<file path="src/rtl/ex_alu_unit.sv">
// Execute-stage ALU: single-cycle ops registered in one cycle, signed DIV/MOD via a
// fixed-latency restoring divider that stalls upstream through in_ready.
module ex_alu_unit #(
  parameter int DATA_W = 32,
  parameter int CTRL_W = 22
) (
  input  logic              clk,
  input  logic              reset,
  input  logic              in_valid,
  output logic              in_ready,
  input  logic              flush,
  input  logic [CTRL_W-1:0] control_bus,
  input  logic [DATA_W-1:0] op_a,
  input  logic [DATA_W-1:0] op_b,
  output logic              out_valid,
  output logic [DATA_W-1:0] result,
  output logic              flag_e,
  output logic              flag_gt,
  output logic              busy,
  output logic [1:0]        o_dbg_state
);
  // Handshake: an op is taken on a rising edge when in_valid & in_ready & ~flush;
  // in_ready is low for the whole divide, and upstream must hold its op until taken.
  localparam int SH_W  = $clog2(DATA_W);
  localparam int CNT_W = SH_W + 1;
  localparam logic [CNT_W-1:0] LAST_ITER = CNT_W'(DATA_W - 1);

  localparam int B_MOV = 21, B_NOT = 20, B_AND = 19, B_OR  = 18, B_ASR = 17, B_LSR = 16;
  localparam int B_LSL = 15, B_MOD = 14, B_DIV = 13, B_MUL = 12, B_CMP = 11, B_SUB = 10;
  localparam int B_ADD = 9;

  typedef enum logic [1:0] {S_IDLE = 2'd0, S_DIV = 2'd1, S_DONE = 2'd2} state_t;

  state_t            r_state, w_next_state;
  logic [CNT_W-1:0]  r_cnt;
  logic [DATA_W-1:0] r_rem, r_quo, r_dvs, r_a_orig;
  logic              r_sa, r_neg_q, r_is_mod, r_b_zero;
  logic              r_out_valid, r_flag_e, r_flag_gt;
  logic [DATA_W-1:0] r_result;

  logic              w_busy, w_accept, w_is_div_op, w_is_cmp;
  logic [DATA_W-1:0] w_alu_res, w_abs_a, w_abs_b;
  logic [DATA_W:0]   w_rem_sh, w_trial;
  logic [DATA_W-1:0] w_quo_fix, w_rem_fix, w_div_res;
  logic              w_unused_ctrl;

  assign w_unused_ctrl = ^control_bus;
  assign w_busy        = (r_state != S_IDLE);
  assign w_accept      = in_valid & ~w_busy & ~flush;
  assign w_is_div_op   = control_bus[B_DIV] | control_bus[B_MOD];

  assign w_abs_a = op_a[DATA_W-1] ? -op_a : op_a;
  assign w_abs_b = op_b[DATA_W-1] ? -op_b : op_b;

  // One restoring step: shift in the next dividend bit, keep the trial if it did not borrow.
  assign w_rem_sh = {r_rem, r_quo[DATA_W-1]};
  assign w_trial  = w_rem_sh - {1'b0, r_dvs};

  assign w_quo_fix = r_neg_q ? -r_quo : r_quo;
  assign w_rem_fix = r_sa ? -r_rem : r_rem;
  assign w_div_res = r_b_zero ? (r_is_mod ? r_a_orig : '1)
                              : (r_is_mod ? w_rem_fix : w_quo_fix);

  always_comb begin
    w_alu_res = '0;
    w_is_cmp  = 1'b0;
    if (control_bus[B_MUL])      w_alu_res = op_a * op_b;
    else if (control_bus[B_ADD]) w_alu_res = op_a + op_b;
    else if (control_bus[B_SUB]) w_alu_res = op_a - op_b;
    else if (control_bus[B_CMP]) w_is_cmp  = 1'b1;
    else if (control_bus[B_LSL]) w_alu_res = op_a << op_b[SH_W-1:0];
    else if (control_bus[B_LSR]) w_alu_res = op_a >> op_b[SH_W-1:0];
    else if (control_bus[B_ASR]) w_alu_res = DATA_W'($signed(op_a) >>> op_b[SH_W-1:0]);
    else if (control_bus[B_OR])  w_alu_res = op_a | op_b;
    else if (control_bus[B_AND]) w_alu_res = op_a & op_b;
    else if (control_bus[B_NOT]) w_alu_res = ~op_b;
    else if (control_bus[B_MOV]) w_alu_res = op_b;
  end

  always_comb begin
    w_next_state = r_state;
    case (r_state)
      S_IDLE:  if (w_accept && w_is_div_op) w_next_state = S_DIV;
      S_DIV:   if (flush) w_next_state = S_IDLE;
               else if (r_cnt == LAST_ITER) w_next_state = S_DONE;
      S_DONE:  w_next_state = S_IDLE;
      default: w_next_state = S_IDLE;
    endcase
  end

  always_ff @(posedge clk or posedge reset) begin
    if (reset) r_state <= S_IDLE;
    else       r_state <= w_next_state;
  end

  always_ff @(posedge clk or posedge reset) begin
    if (reset) begin
      r_cnt       <= '0;
      r_rem       <= '0;
      r_quo       <= '0;
      r_dvs       <= '0;
      r_a_orig    <= '0;
      r_sa        <= 1'b0;
      r_neg_q     <= 1'b0;
      r_is_mod    <= 1'b0;
      r_b_zero    <= 1'b0;
      r_out_valid <= 1'b0;
      r_result    <= '0;
      r_flag_e    <= 1'b0;
      r_flag_gt   <= 1'b0;
    end else begin
      r_out_valid <= 1'b0;
      case (r_state)
        S_IDLE: if (w_accept) begin
          if (w_is_div_op) begin
            r_cnt    <= '0;
            r_rem    <= '0;
            r_quo    <= w_abs_a;
            r_dvs    <= w_abs_b;
            r_a_orig <= op_a;
            r_sa     <= op_a[DATA_W-1];
            r_neg_q  <= op_a[DATA_W-1] ^ op_b[DATA_W-1];
            r_is_mod <= ~control_bus[B_DIV];
            r_b_zero <= (op_b == '0);
          end else begin
            r_result    <= w_alu_res;
            r_out_valid <= 1'b1;
            if (w_is_cmp) begin
              r_flag_e  <= (op_a == op_b);
              r_flag_gt <= ($signed(op_a) > $signed(op_b));
            end
          end
        end
        S_DIV: if (!flush) begin
          r_cnt <= r_cnt + CNT_W'(1);
          if (!w_trial[DATA_W]) begin
            r_rem <= w_trial[DATA_W-1:0];
            r_quo <= {r_quo[DATA_W-2:0], 1'b1};
          end else begin
            r_rem <= w_rem_sh[DATA_W-1:0];
            r_quo <= {r_quo[DATA_W-2:0], 1'b0};
          end
        end
        S_DONE: if (!flush) begin
          r_result    <= w_div_res;
          r_out_valid <= 1'b1;
        end
        default: ;
      endcase
    end
  end

  assign in_ready    = ~w_busy;
  assign busy        = w_busy;
  assign out_valid   = r_out_valid;
  assign result      = r_result;
  assign flag_e      = r_flag_e;
  assign flag_gt     = r_flag_gt;
  assign o_dbg_state = r_state;
endmodule

</file>
<file path="config.mk">
export PLATFORM = sky130hd
export DESIGN_NAME = ex_alu_unit
export DESIGN_NICKNAME = d
export VERILOG_FILES = /design/src/rtl/ex_alu_unit.sv
export SDC_FILE = /design/constraint.sdc
export NUM_CORES = 2
export LEC_CHECK = 0
export CAP_MARGIN = 20
export CORE_UTILIZATION = 35
export DETAILED_ROUTE_END_ITERATION = 6
export PLACE_DENSITY = 0.58
export SLEW_MARGIN = 10
export SYNTH_ARGS = -nofsm -noshare
export SYNTH_HDL_FRONTEND = slang
export SYNTH_SLANG_ARGS = --single-unit
</file>
<file path="constraint.sdc">
create_clock -name clk -period 4.9 [get_ports clk]
set_input_delay 0.49 -clock clk [delete_from_list [all_inputs] [get_ports clk]]
set_output_delay 0.49 -clock clk [all_outputs]
set_load 0.05 [all_outputs]
</file>
==> run summary <==
Grt met2 use -> 52.1%
Worst setup path class -> in2reg
Pre-CTS setup slack -> -3680 ps
Worst min-delay path category -> reg2reg
Min Tclk post-route -> 6920 ps
Register-to-register setup slack -> 540 ps
Worst skew pair latency -> 470 ps
CTS buffer count -> 17
Routed WL per cell -> 27.8 um
Period Utilization, post-route -> 141%
Crit path max fanout -> 10
Drt pass-1 iters -> 7
Critical R2R Capture -> r_rem[5]$_DFFE_PP0P_
Worst hold endpoint -> r_dvs[18]$_DFFE_PP0P_
Die Y -> 324 um
Mapped Cells -> 4,501
Critical Path RT -> 5240 ps
Outcome -> finished, violations left
Slew Viols, Final -> 0
PortBufs -> 119
CTS clk-pin slew, worst paths -> 90 ps
Worst endpoint data arrival time -> 7260 ps
Fin. Hold Viols -> 0
Grt ovf -> 0
Max-Cap Viols -> 0
Startpoint class of the critical path -> input port
First-pass GRT wire length -> 257 mm
CTS tree -> built
Htree depth -> 4
Crit Reg-Reg Startpoint -> r_quo[31]$_DFFE_PP0P_
Fmax -> 145 MHz
Number of routed nets with antenna violations -> 0
Vias in the first global route -> 37,400
DR vias/cell -> 5.82
Fillers -> 10,300
Hold_sp -> r_dvs[18]$_DFFE_PP0P_
Worst Setup SP -> op_a[9]
Final Setup Violations -> 23
RSZ-0062 raised after global routing -> yes
Worst-Margin Slew -> 1110 ps
Drt initial violations -> 3,750
Via count -> 37,400
Worst path slowest cell -> fa_1
CP endpoint kind -> flop
Initial Util -> 35.5%
Synth cell types -> 97
Die area -> 105,000 um2
Row cnt -> 117
Largest net degree at the start of global routing -> 74
Post-synth ARST share -> 100%
Initial antenna violation count -> 2
Post-DP HPWL -> 144 mm
WHS -> 483 ps
Fin nets -> 5,794
Yosys warns -> 0
Clk sinks -> 174
Finished Layout Cells -> 6,420
Synth-to-layout area growth -> 28.8%
Crit path top cell by count -> fa_1
Reg2Reg Depth -> 15
WP buf/inv -> 7
GRT Total Usage -> 33.2%
CP peak stage delay -> 550 ps
Design area -> 46,800 um2
Sequential area share after synthesis -> 12.0%
Post-synth net total -> 5,259
Core area -> 102,000 um2
Die X -> 324 um
Area after DPL -> 43,300 um2
Failing checks -> setup timing
Final setup margin -> -2020 ps
Post-Syn Area per Cell -> 8.08 um2
Fraction of layout cells with a size suffix above 1 -> 25.0%
Placed insts -> 6,289
I/O pin total -> 129
Post-synth EDFFs -> 0
Hold Path Cell Cnt -> 2
DRC -> 0
Final Skew -> 30.0 ps
Final GP Congestion -> 1.11
Clk Tree Root Cell -> clkbuf_16
M1 GR Usage -> 42.4%
Hold_buf cts -> 0
Crit path max-delay family -> adder cells
Worst relative slew slack -> 25.8%
Post-synth top flop -> dfrtp_1
Clock buffer depth -> 2
Global routing's busiest layer -> met2
Post-Syn Area -> 36,400 um2
FF+latch count, synth -> 174
GR Layer Usage met3 -> 6.97%
Total Wirelength -> 179 mm
==> logic make-up after synthesis <==
logic type	share of synthesized area [%]
AOI/OAI and AO/OA	18.0
muxes	7.57
buffers and inverters	8.90
xor gates and xnor gates	6.12
adders and majority gates	31.5
DFF	12.0
and+or+nand+nor	16.0
==> worst min-delay path, cell delays in order, from the launching register on <==
cell and delay (ps):
dfrtp_1 350, nand2_1 40, o21ai_0 60
==> state kept, by name, indices dropped and copies added (netlist names) <==
name	cells
flag_e	1
r_quo	32
r_is_mod	1
result	32
r_dvs	32
r_b_zero	1
o_dbg_state	2
r_cnt	6
r_neg_q	1
r_a_orig	32
flag_gt	1
r_rem	32
out_valid	1
==> Yosys cell counts (all sizes together), types with 11 or more instances <==
| cell | count | area [um2] |
|---|---|---|
| a211oi | 46 | 345 |
| nor4 | 23 | 165 |
| o21bai | 18 | 135 |
| mux2i | 102 | 1020 |
| a31oi | 26 | 163 |
| clkbuf | 245 | 920 |
| or3 | 23 | 149 |
| a221oi | 27 | 236 |
| a22oi | 35 | 263 |
| o31ai | 50 | 394 |
| mux4 | 70 | 1580 |
| o221ai | 21 | 184 |
| xnor2 | 190 | 1660 |
| a21oi | 210 | 1050 |
| a221o | 21 | 210 |
| nor2 | 573 | 2150 |
| a21boi | 11 | 82.6 |
| mux2 | 14 | 158 |
| ha | 257 | 3220 |
| nand4 | 17 | 106 |
| fa | 411 | 8230 |
| xor2 | 64 | 561 |
| a21o | 35 | 263 |
| dfrtp | 174 | 4350 |
| nand2b | 33 | 214 |
| nor3 | 55 | 292 |
| nand3 | 37 | 190 |
| or4 | 19 | 165 |
| nand2 | 486 | 1820 |
| o211ai | 31 | 233 |
| o41ai | 22 | 200 |
| clkinv | 22 | 82.6 |
| o21ai | 326 | 1630 |
| o22ai | 34 | 213 |
| a211o | 14 | 123 |
| buf | 72 | 299 |
| o21a | 14 | 105 |
| or2 | 14 | 90.1 |
| inv | 516 | 1940 |
| nor2b | 25 | 156 |
==> cells in the final DEF (no fill, tap or decap), types with 22 or more instances in the layout <==
cell type / instances
xnor2_1: 184
buf_4: 574
dfrtp_1: 173
nor2_4: 30
buf_6: 81
xor2_1: 59
inv_1: 456
a21oi_1: 194
nor2_2: 58
nor3_1: 53
ha_1: 214
a22oi_1: 35
a221oi_1: 24
inv_2: 47
nor2b_1: 22
nor2_1: 485
buf_12: 52
a21o_1: 35
o21ai_1: 22
or3_1: 22
nand2b_1: 32
a31oi_1: 24
nand2_1: 480
nand3_1: 33
a211oi_1: 38
o21ai_0: 297
o211ai_1: 31
mux4_2: 70
fa_1: 351
o31ai_1: 44
clkdlybuf4s50_1: 61
mux2i_1: 102
ha_4: 39
o22ai_1: 34
fa_2: 60
==> worst max-delay path by stage <==
stage,endpoint,slack (ps),cells past startpoint
6_report,result[30]$_DFFE_PP0P_,-2020,27
5_1_grt,result[31]$_DFFE_PP0P_,-2140,24
4_1_cts,result[31]$_DFFE_PP0P_,-2010,27
3_5_place_dp,result[30]$_DFFE_PP0P_,-3680,29
3_3_place_gp,result[30]$_DFFE_PP0P_,-3490,29
2_1_floorplan,result[31]$_DFFE_PP0P_,-2240,28
==> per-stage QoR <==
stage,utilization (%),setup TNS (ps)
4_1_cts,44.9,-36720
3_5_place_dp,42.3,-69620
5_1_grt,45.7,-40360
2_1_floorplan,-,-40310
6_report,45.7,-36950
3_3_place_gp,42.3,-66980
==> routing by layer <==
metal  part of all wire (%)  vias to the layer above
met5                      0                        -
met4                    6.9                        0
met3                    9.8                      496
met2                     44                     2053
met1                     39                    18600
li1                       -                    16200
==> layout make-up <==
type | count | area, um2 | area share [%]
multi-input cells | 3472 | 30400 | 64.9
clock buffers | 17 | 425 | 0.908
well taps | 1368 | 1710 | 3.65
repair buffers | 833 | 7560 | 16.1
clock inverters | 15 | 204 | 0.435
inverters | 538 | 2150 | 4.60
flip-flops and latches | 174 | 4360 | 9.30
diodes | 3 | 7.51 | 0.0160
==> repair_timing <==
| action | 4_1_cts | 5_1_grt |
|---|---|---|
| resized for setup | 520 | 181 |
| buffers inserted | 74 | 27 |
| pin swaps | 242 | 153 |
| gates cloned | 4 | 2 |
| setup endpoints to repair | 25 | 25 |
Power is not shown: default switching activity piles up to over one toggle a cycle in this logic, so the estimate is an artifact.
